==> src/rtl/counter_ctrl_pkg.sv <==
// Shared types and constants for the counter control stage: FSM state
// encoding and the 0/15 count limits.
package counter_ctrl_pkg;

    typedef enum logic [1:0] {
        IDLE = 2'd0,
        LOAD = 2'd1,
        RUN  = 2'd2,
        HALT = 2'd3
    } state_e;

    localparam logic [3:0] UP_LIMIT   = 4'd15;
    localparam logic [3:0] DOWN_LIMIT = 4'd0;

    // True when one more step in the given direction would wrap the counter.
    function automatic logic is_at_limit(input logic [3:0] value, input logic up);
        return up ? (value == UP_LIMIT) : (value == DOWN_LIMIT);
    endfunction

endpackage

==> src/rtl/btn_conditioner.sv <==
// Raw push-button conditioning: 2-flop synchronizer, level debounce and a
// one-cycle pulse on each accepted rising edge.
module btn_conditioner #(
    parameter int unsigned DB_CYCLES = 500_000
) (
    input  logic clk_i,
    input  logic rst_i,
    input  logic btn_i,
    output logic pulse_o
);

    localparam int unsigned CW = $clog2(DB_CYCLES + 1);
    localparam logic [CW-1:0] CNT_LAST = CW'(DB_CYCLES - 1);

    logic          sync1_q;
    logic          sync2_q;
    logic          level_q;
    logic          pulse_q;
    logic [CW-1:0] cnt_q;

    // NOTE: non-blocking assignments so every flop samples pre-edge values.
    always_ff @(posedge clk_i) begin
        if (rst_i) begin
            sync1_q <= 1'b0;
            sync2_q <= 1'b0;
            level_q <= 1'b0;
            pulse_q <= 1'b0;
            cnt_q   <= '0;
        end else begin
            sync1_q <= btn_i;
            sync2_q <= sync1_q;
            pulse_q <= 1'b0;
            if (sync2_q != level_q) begin
                // Accept on the DB_CYCLES-th consecutive differing sample.
                if (cnt_q == CNT_LAST) begin
                    level_q <= sync2_q;
                    pulse_q <= sync2_q;
                    cnt_q   <= '0;
                end else begin
                    cnt_q <= cnt_q + CW'(1);
                end
            end else begin
                cnt_q <= '0;
            end
        end
    end

    assign pulse_o = pulse_q;

endmodule

==> src/rtl/counter_ctrl.sv <==
// Control stage for the 4-bit up/down counter: conditioned buttons, a
// load/run/halt FSM and a prescaled count-enable tick, all outputs registered.
module counter_ctrl
    import counter_ctrl_pkg::*;
#(
    parameter int unsigned TICK_DIV  = 12_500_000,
    parameter int unsigned DB_CYCLES = 500_000
) (
    input  logic       Clk,
    input  logic       Reset,
    input  logic       Btn_load,
    input  logic       Btn_run,
    input  logic       Btn_dir,
    input  logic [3:0] Sw_data,
    input  logic       Wrap_en,
    input  logic [3:0] Count_fb,
    output logic       Load,
    output logic       Count_en,
    output logic       Up,
    output logic [3:0] Count_in,
    output logic       Running,
    output logic       At_limit
);

    localparam int unsigned PW = $clog2(TICK_DIV);
    localparam logic [PW-1:0] PRE_LAST = PW'(TICK_DIV - 1);

    logic load_p;
    logic run_p;
    logic dir_p;

    btn_conditioner #(.DB_CYCLES(DB_CYCLES)) u_btn_load (
        .clk_i   (Clk),
        .rst_i   (Reset),
        .btn_i   (Btn_load),
        .pulse_o (load_p)
    );

    btn_conditioner #(.DB_CYCLES(DB_CYCLES)) u_btn_run (
        .clk_i   (Clk),
        .rst_i   (Reset),
        .btn_i   (Btn_run),
        .pulse_o (run_p)
    );

    btn_conditioner #(.DB_CYCLES(DB_CYCLES)) u_btn_dir (
        .clk_i   (Clk),
        .rst_i   (Reset),
        .btn_i   (Btn_dir),
        .pulse_o (dir_p)
    );

    state_e        state_q;
    logic [PW-1:0] pre_q;
    logic          load_q;
    logic          cen_q;
    logic          up_q;
    logic [3:0]    cin_q;
    logic          running_q;
    logic          at_limit_q;

    always_ff @(posedge Clk) begin
        if (Reset) begin
            state_q    <= IDLE;
            pre_q      <= '0;
            load_q     <= 1'b0;
            cen_q      <= 1'b0;
            up_q       <= 1'b1;
            cin_q      <= 4'd0;
            running_q  <= 1'b0;
            at_limit_q <= 1'b0;
        end else begin
            load_q <= 1'b0;
            cen_q  <= 1'b0;
            if (dir_p) begin
                up_q <= ~up_q;
            end
            // A load press wins over everything else, including a same-cycle run press.
            if (load_p) begin
                state_q    <= LOAD;
                cin_q      <= Sw_data;
                load_q     <= 1'b1;
                running_q  <= 1'b0;
                at_limit_q <= 1'b0;
            end else begin
                case (state_q)
                    IDLE: begin
                        if (run_p) begin
                            state_q   <= RUN;
                            pre_q     <= '0;
                            running_q <= 1'b1;
                        end
                    end
                    LOAD: begin
                        state_q <= IDLE;
                    end
                    RUN: begin
                        if (run_p) begin
                            state_q   <= IDLE;
                            running_q <= 1'b0;
                        end else if (pre_q == PRE_LAST) begin
                            pre_q <= '0;
                            if (Wrap_en || !is_at_limit(Count_fb, up_q)) begin
                                cen_q <= 1'b1;
                            end else begin
                                state_q    <= HALT;
                                running_q  <= 1'b0;
                                at_limit_q <= 1'b1;
                            end
                        end else begin
                            pre_q <= pre_q + PW'(1);
                        end
                    end
                    HALT: begin
                        if (run_p) begin
                            state_q    <= RUN;
                            pre_q      <= '0;
                            running_q  <= 1'b1;
                            at_limit_q <= 1'b0;
                        end
                    end
                    default: begin
                        state_q    <= IDLE;
                        running_q  <= 1'b0;
                        at_limit_q <= 1'b0;
                    end
                endcase
            end
        end
    end

    assign Load     = load_q;
    assign Count_en = cen_q;
    assign Up       = up_q;
    assign Count_in = cin_q;
    assign Running  = running_q;
    assign At_limit = at_limit_q;

endmodule

==> config.mk <==
export PLATFORM = sky130hd
export DESIGN_NAME = counter_ctrl
export DESIGN_NICKNAME = d
export VERILOG_FILES = /design/src/rtl/counter_ctrl_pkg.sv /design/src/rtl/btn_conditioner.sv /design/src/rtl/counter_ctrl.sv
export SDC_FILE = /design/constraint.sdc
export NUM_CORES = 1
export LEC_CHECK = 0
export BUFFER_PORTS_ARGS = -buffer_cell sky130_fd_sc_hd__clkbuf_2
export CAP_MARGIN = 20
export CORE_ASPECT_RATIO = 1.4
export CORE_MARGIN = 1.5
export CORE_UTILIZATION = 52
export CTS_CLUSTER_DIAMETER = 120
export DETAILED_ROUTE_END_ITERATION = 6
export PLACE_DENSITY = 0.69
export RECOVER_POWER = 100
export SKIP_CTS_REPAIR_TIMING = 1
export SYNTH_ARGS = -nofsm -noshare
export SYNTH_HDL_FRONTEND = slang
export SYNTH_SLANG_ARGS = --single-unit
==> constraint.sdc <==
create_clock -name Clk -period 6.9 [get_ports Clk]
set_clock_uncertainty 0.15 [all_clocks]
set_input_delay 1.38 -clock Clk [delete_from_list [all_inputs] [get_ports Clk]]
set_output_delay 1.38 -clock Clk [all_outputs]
set_load 0.005 [all_outputs]
== After elaboration in Yosys (flattened, before gate mapping) ==
Index checks and enable logic that the tools add are counted.

* Bits in registers: 104
* Latch bits: 0
* RAM bits: 0
* Bits in read-only memories: 0
* Bits of input ports: 14
* Output and inout port bits: 9
* Memories kept: 0

* $add $sub $neg: 4
* Multipliers: 0
* Divide/modulo/power cells: 0
* Magnitude comparators: 0
* Eq/ne operators: 21
* Shifts and indexed selects: 0
* Multiplexer cells: 23
* Bitwise logic cells: 10
* Reductions and logical operators: 23

{| class="wikitable"
|+ Operator list
! cell !! count
|-
| 2-to-1 mux 24 bit || 3
|-
| adder 19 x 1 -> 19 bit (second input constant) || 3
|-
| equality test 19 bit (second input constant) || 3
|-
| one-hot mux 24 bit (2 select lines) || 1
|-
| adder 24 x 1 -> 24 bit (second input constant) || 1
|-
| equality test 24 bit (second input constant) || 1
|-
| OR reduction 3 bit || 6
|-
| 2-to-1 mux 1 bit || 12
|-
| NOT 1 bit || 10
|-
| 2-to-1 mux 2 bit || 4
|-
| != test 4 x 2 -> 1 bit (second input constant) || 2
|-
| AND reduction 4 bit || 2
|-
| != test 2 bit (second input constant) || 3
|-
| != test 3 x 2 -> 1 bit (second input constant) || 2
|-
| one-hot mux 2 bit (3 select lines) || 1
|-
| AND reduction 2 bit || 3
|-
| AND reduction 3 bit || 2
|-
| AND reduction 5 bit || 1
|-
| OR reduction 5 bit || 1
|-
| equality test 2 bit (second input constant) || 2
|-
| equality test 4 bit (second input constant) || 1
|-
| logical NOT 4 bit || 1
|-
| != test 2 x 1 -> 1 bit (second input constant) || 2
|-
| one-hot mux 1 bit (2 select lines) || 2
|-
| 8 further kinds || 12
|}

== Longest topological paths before layout ==
* Word-level depth: 9
* Mapped depth: 8
* Gate-level depth less buffers: 7

== Cells and area by module ==
A second synthesis with hierarchy kept.

* Cells, all modules: 555
* Area, all modules: 5,053.6 sq um

{| class="wikitable"
|+ By module, submodules not included
! module !! instances !! cells each !! area each (sq um)
|-
| btn_conditioner || 3 || 112 || 1,076.0
|-
| counter_ctrl || 1 || 219 || 1,825.5
|}

== Least setup slack after synthesis ==
Ideal clock, no wire load.

* Path kind: input -> register
* From: input Count_fb[1]
* To: register at_limit_q, in the netlist At_limit
* Library setup time: 91 ps
* Arrival: 2,284 ps
* Slack: 4,375 ps
* Stages on the path: 5
* Buffers on the path: 0
* Cell sequence: nor4_1 -> o2bb2ai_1 -> and3_1 -> a21oi_1 -> a311oi_1

* Longest elaborated chain between the ends: 6
* Elaborated cells on any way between the ends: 7
* Those cells by class: eq/ne: 2; mux: 1; reduce/logical: 4

{| class="wikitable"
|+ Ends and longest elaborated chain
! item !! RTL line !! source
|-
| from (decl) || counter_ctrl.sv:16 || <nowiki>input logic [3:0] Count_fb,</nowiki>
|-
| equality test 4 bit or logical NOT 4 bit (tied branches) || counter_ctrl_pkg.sv:17 || <nowiki>return up ? (value == UP_LIMIT) : (value == DOWN_LIMIT);</nowiki>
|-
| 2-to-1 mux 1 bit * || counter_ctrl_pkg.sv:17 ||
|-
| logical NOT 1 bit * || counter_ctrl.sv:103 || <nowiki>if (Wrap_en || !is_at_limit(Count_fb, up_q)) begin</nowiki>
|-
| logical OR 1 bit * || counter_ctrl.sv:103 ||
|-
| != test 2 bit (no source line) * || -- ||
|-
| AND reduction 5 bit (no source line) * || -- ||
|-
| to (signal assigned) || counter_ctrl.sv:108 || <nowiki>at_limit_q <= 1'b1;</nowiki>
|-
| to (signal assigned) || counter_ctrl.sv:119 || <nowiki>at_limit_q <= 1'b0;</nowiki>
|-
| to (signal assigned) || counter_ctrl.sv:125 || <nowiki>at_limit_q <= 1'b0;</nowiki>
|-
| to (decl) || counter_ctrl.sv:60 || <nowiki>logic at_limit_q;</nowiki>
|}

Every way passes the cells marked *; elsewhere a longest branch is shown, timed or not.
A chain may end at the register's enable or synchronous reset.

== Worst setup path after layout ==
* From: register state_q[0]
* To: register pre_q[12]

* Longest elaborated chain between the ends: 4
* Elaborated cells on any way between the ends: 9
* Those cells by class: eq/ne: 4; mux: 1; reduce/logical: 4

{| class="wikitable"
|+ Ends and longest elaborated chain
! item !! RTL line !! source
|-
| from (decl) || counter_ctrl.sv:53 || <nowiki>state_e state_q;</nowiki>
|-
| from (signal assigned) || counter_ctrl.sv:64 || <nowiki>state_q <= IDLE;</nowiki>
|-
| from (signal assigned) || counter_ctrl.sv:80 || <nowiki>state_q <= LOAD;</nowiki>
|-
| from (signal assigned) || counter_ctrl.sv:89 || <nowiki>state_q <= RUN;</nowiki>
|-
| equality test 2 bit or logical NOT 2 bit (tied branches) || counter_ctrl.sv:86 || <nowiki>case (state_q)</nowiki>
|-
| OR reduction 2 bit (no source line) || -- ||
|-
| != test 2 x 1 -> 1 bit (no source line) or nonzero test 2 bit (tied branches) || -- ||
|-
| AND reduction 4 bit (no source line) || -- ||
|-
| to (signal assigned) || counter_ctrl.sv:111 || <nowiki>pre_q <= pre_q + PW'(1);</nowiki>
|-
| to (decl) || counter_ctrl.sv:54 || <nowiki>logic [PW-1:0] pre_q;</nowiki>
|}

Parallel ways exist; a longest one is shown, timed or not.

==> flow_summary.toml <==
[synthesis]
yosysUniqueCellTypes = 51
yosys.area.top_type = "dfxtp_1"
synth-adder-area-share = 0.0189
synth_edf_count = 0
muxShareOfSynthArea = 0.0173
synth_top_area_frac = 0.450
synth-main-ff-cell = "dfxtp_1"
yosys_warnings = 0
synth-seq-area-share = 0.450
synth_xor_area_frac = 0.138
synth.most_common_cell = "nor2_1"
synth-compound-area-share = 0.0400
syn_area_per_cell_um2 = 8.77
ys_ff_latch = 104
yosys-top-cells-area = "dfxtp_1, nor2_1, xnor2_1"
synthTopCellsByCount = "nor2_1, dfxtp_1, xnor2_1"
synth_area_um2 = 4630
syn-num-nets = 549
ys_async_sr_fraction = 0
synth-simple-area-share = 0.302
synthCells = 528
synth_top_family_by_area = "simple AND/OR/NAND/NOR gates"

[timing]
tightest_slew_ns = 1.63
hold_violations = 0
rsz0062_at_grt = "no"
relSlewSlack = -0.0860
max_clock_freq_mhz = 290
final.setup.worst_slack_ns = 3.45
finalSetupViolations = 0
min_period_over_period = 0.499
hold_slack_ns = 0.291
maxSlewViolCount = 23
fin_crit_ns = 3.45
setup_tns_ns = 0

[worst_setup_path]
r2r_cells = 6
critPathMaxStageDelay_ns = 1.28
worst-path-buf-inv = 1
r2r_start = "state_q[0]"
crit_start = "state_q[0]"
cp.required_ns = 6.90
critPathMaxFanout = 22
critical-path-top-delay-family = "compound AO/OA/AOI/OAI gates"
cp_data_arrival_time_ns = 3.45
cp-end-kind = "register"
cpMaxStageDelayCell = "o21bai_1"
crit_path_cell_trace = "inv_1 > ha_1 > nor4b_1 > nor2_1 > o21bai_1 > nor3_1"
cp_num_cells = 6
criticalPathCategory = "reg -> reg"
cp-start-kind = "register"

[detailed_routing]
dr.pass1.iters = 4
viasPerCell = 5.41
antenna_left = 0
drt_wl_total_um = 8370
avgRoutedWirePerCell_um = 12.8
drtIter0Drc = 136
vias = 3538
drc = 0

[cts]
cts_tree = "built"
h-tree-depth = 3
cts_max_path_buffers = 2
numCtsBuffers = 9
path_clk_slew_ns = 0.07
clock-sinks = 104
cts_root_buf = "clkbuf_16"
clk_latency_ns = 0.34

[placed_design]
dpl.hpwl_um = 5670
routabilityCongestion = 0.795
preCtsSetupSlack_ns = 4.00
port_buffers = 22

[worst_hold_path]
holdPathStages = 1
hp-class = "reg -> reg"
min_from = "u_btn_run.sync1_q"

[pwr]
powerDensity_nw_per_um2 = 225
p_total_w = 0.00113
ir_worst_vdd_mv = 0.149
p_leak_nw = 1.62

[floorplan]
rows = 40
dieArea_um2 = 9490
io_pins = 23
initial_core_util = 0.538
coreArea_um2 = 8610
die_w_um = 82.7
die_h_um = 115

[global_route]
grt_pass1_wl_um = 14400
antenna_found_initial = 0
grt_pass1_vias = 3409
track_usage = 0.193
overflow = 0
grt_max_degree = 27

[cells_and_area]
layout-drive-gt1-share = 0.0638
nNetsFinal = 565
fillCellCount = 797
multi_input_comb_area_um2 = 2370
antenna_cells = 0
area_growth_pct = 8.92
regArea_um2 = 2080

[status]
status = "finished with violations"
violations = "max-capacitance violations, max-slew violations"

[run]
max-cap-violations = 1
[logic make-up (layout without fill, tap and decap cells)]
kind of cell,count (synthesis),after routing
AO/OA/AOI/OAI,26,26
XOR/XNOR,73,73
adder cells (fa/ha/maj),7,7
buffers and inverters,30,51
flip-flops,104,104
multiplexers,8,8
AND/OR/NAND/NOR,280,280
[metrics by stage]
step	cells	area, um2	util
2_1_floorplan	528	4630	-
3_3_place_gp	638	4760	0.553
3_5_place_dp	638	4760	0.553
4_1_cts	654	5070	0.589
5_1_grt	654	5040	0.586
6_report	654	5040	0.586
[worst paths after layout]
check                       to  slack [ns]
max reg2reg          pre_q[12]        3.45
min reg2reg  u_btn_run.sync2_q        0.29
max                  pre_q[12]        3.45
min          u_btn_run.sync2_q        0.29
[layout make-up]
type                    instances  area share
well taps                     105      0.0261
multi-input cells             394       0.470
clock buffers                  12      0.0509
inverters                      13     0.00968
flip-flops and latches        104       0.413
clock inverters                 4      0.0104
repair buffers                 22      0.0199
[report_power, final]
group          internal [W]  switching [W]
Sequential         0.000602     0.00000129
Clock              0.000302       0.000215
Combinational    0.00000521     0.00000933
[layout by cell type, fill, tap and decap left out, drive strengths merged, types with 4 or more instances in the layout]
cell type and instances:
nor2b 10, nor4 10, ha 7, and3 14
nor4b 6, clkbuf 34, mux2i 8, or3 4
nor3 24, nand3 22, inv 13, xnor2 45
and4 4, xor2 28, a21oi 7, o21ai 5
dfxtp 104, nand4 19, nor2 111, nand2 40
[metal layers]
layer | up-vias | GRT usage | wire (um)
li1 | 1820 | - | -
met1 | 1660 | 0.229 | 3850
met5 | - | 0 | 0
met2 | 47 | 0.333 | 4180
met4 | 0 | 0.0800 | 120
met3 | 11 | 0.0367 | 228
[worst register-to-register path, stage by stage, from the launching register on]
cell and delay [ns]:
dfxtp_1 0.39, inv_1 0.06, ha_1 0.47, nor4b_1 0.56, nor2_1 0.18, o21bai_1 1.28
nor3_1 0.16
[state kept, by name (all words and copies together), names as in the netlist, 2 cells and up]
| signal | cells |
|---|---|
| Count_in | 4 |
| u_btn_run.cnt_q | 19 |
| u_btn_dir.cnt_q | 19 |
| state_q | 2 |
| pre_q | 24 |
| u_btn_load.cnt_q | 19 |
(Power assumes the default switching activity.)
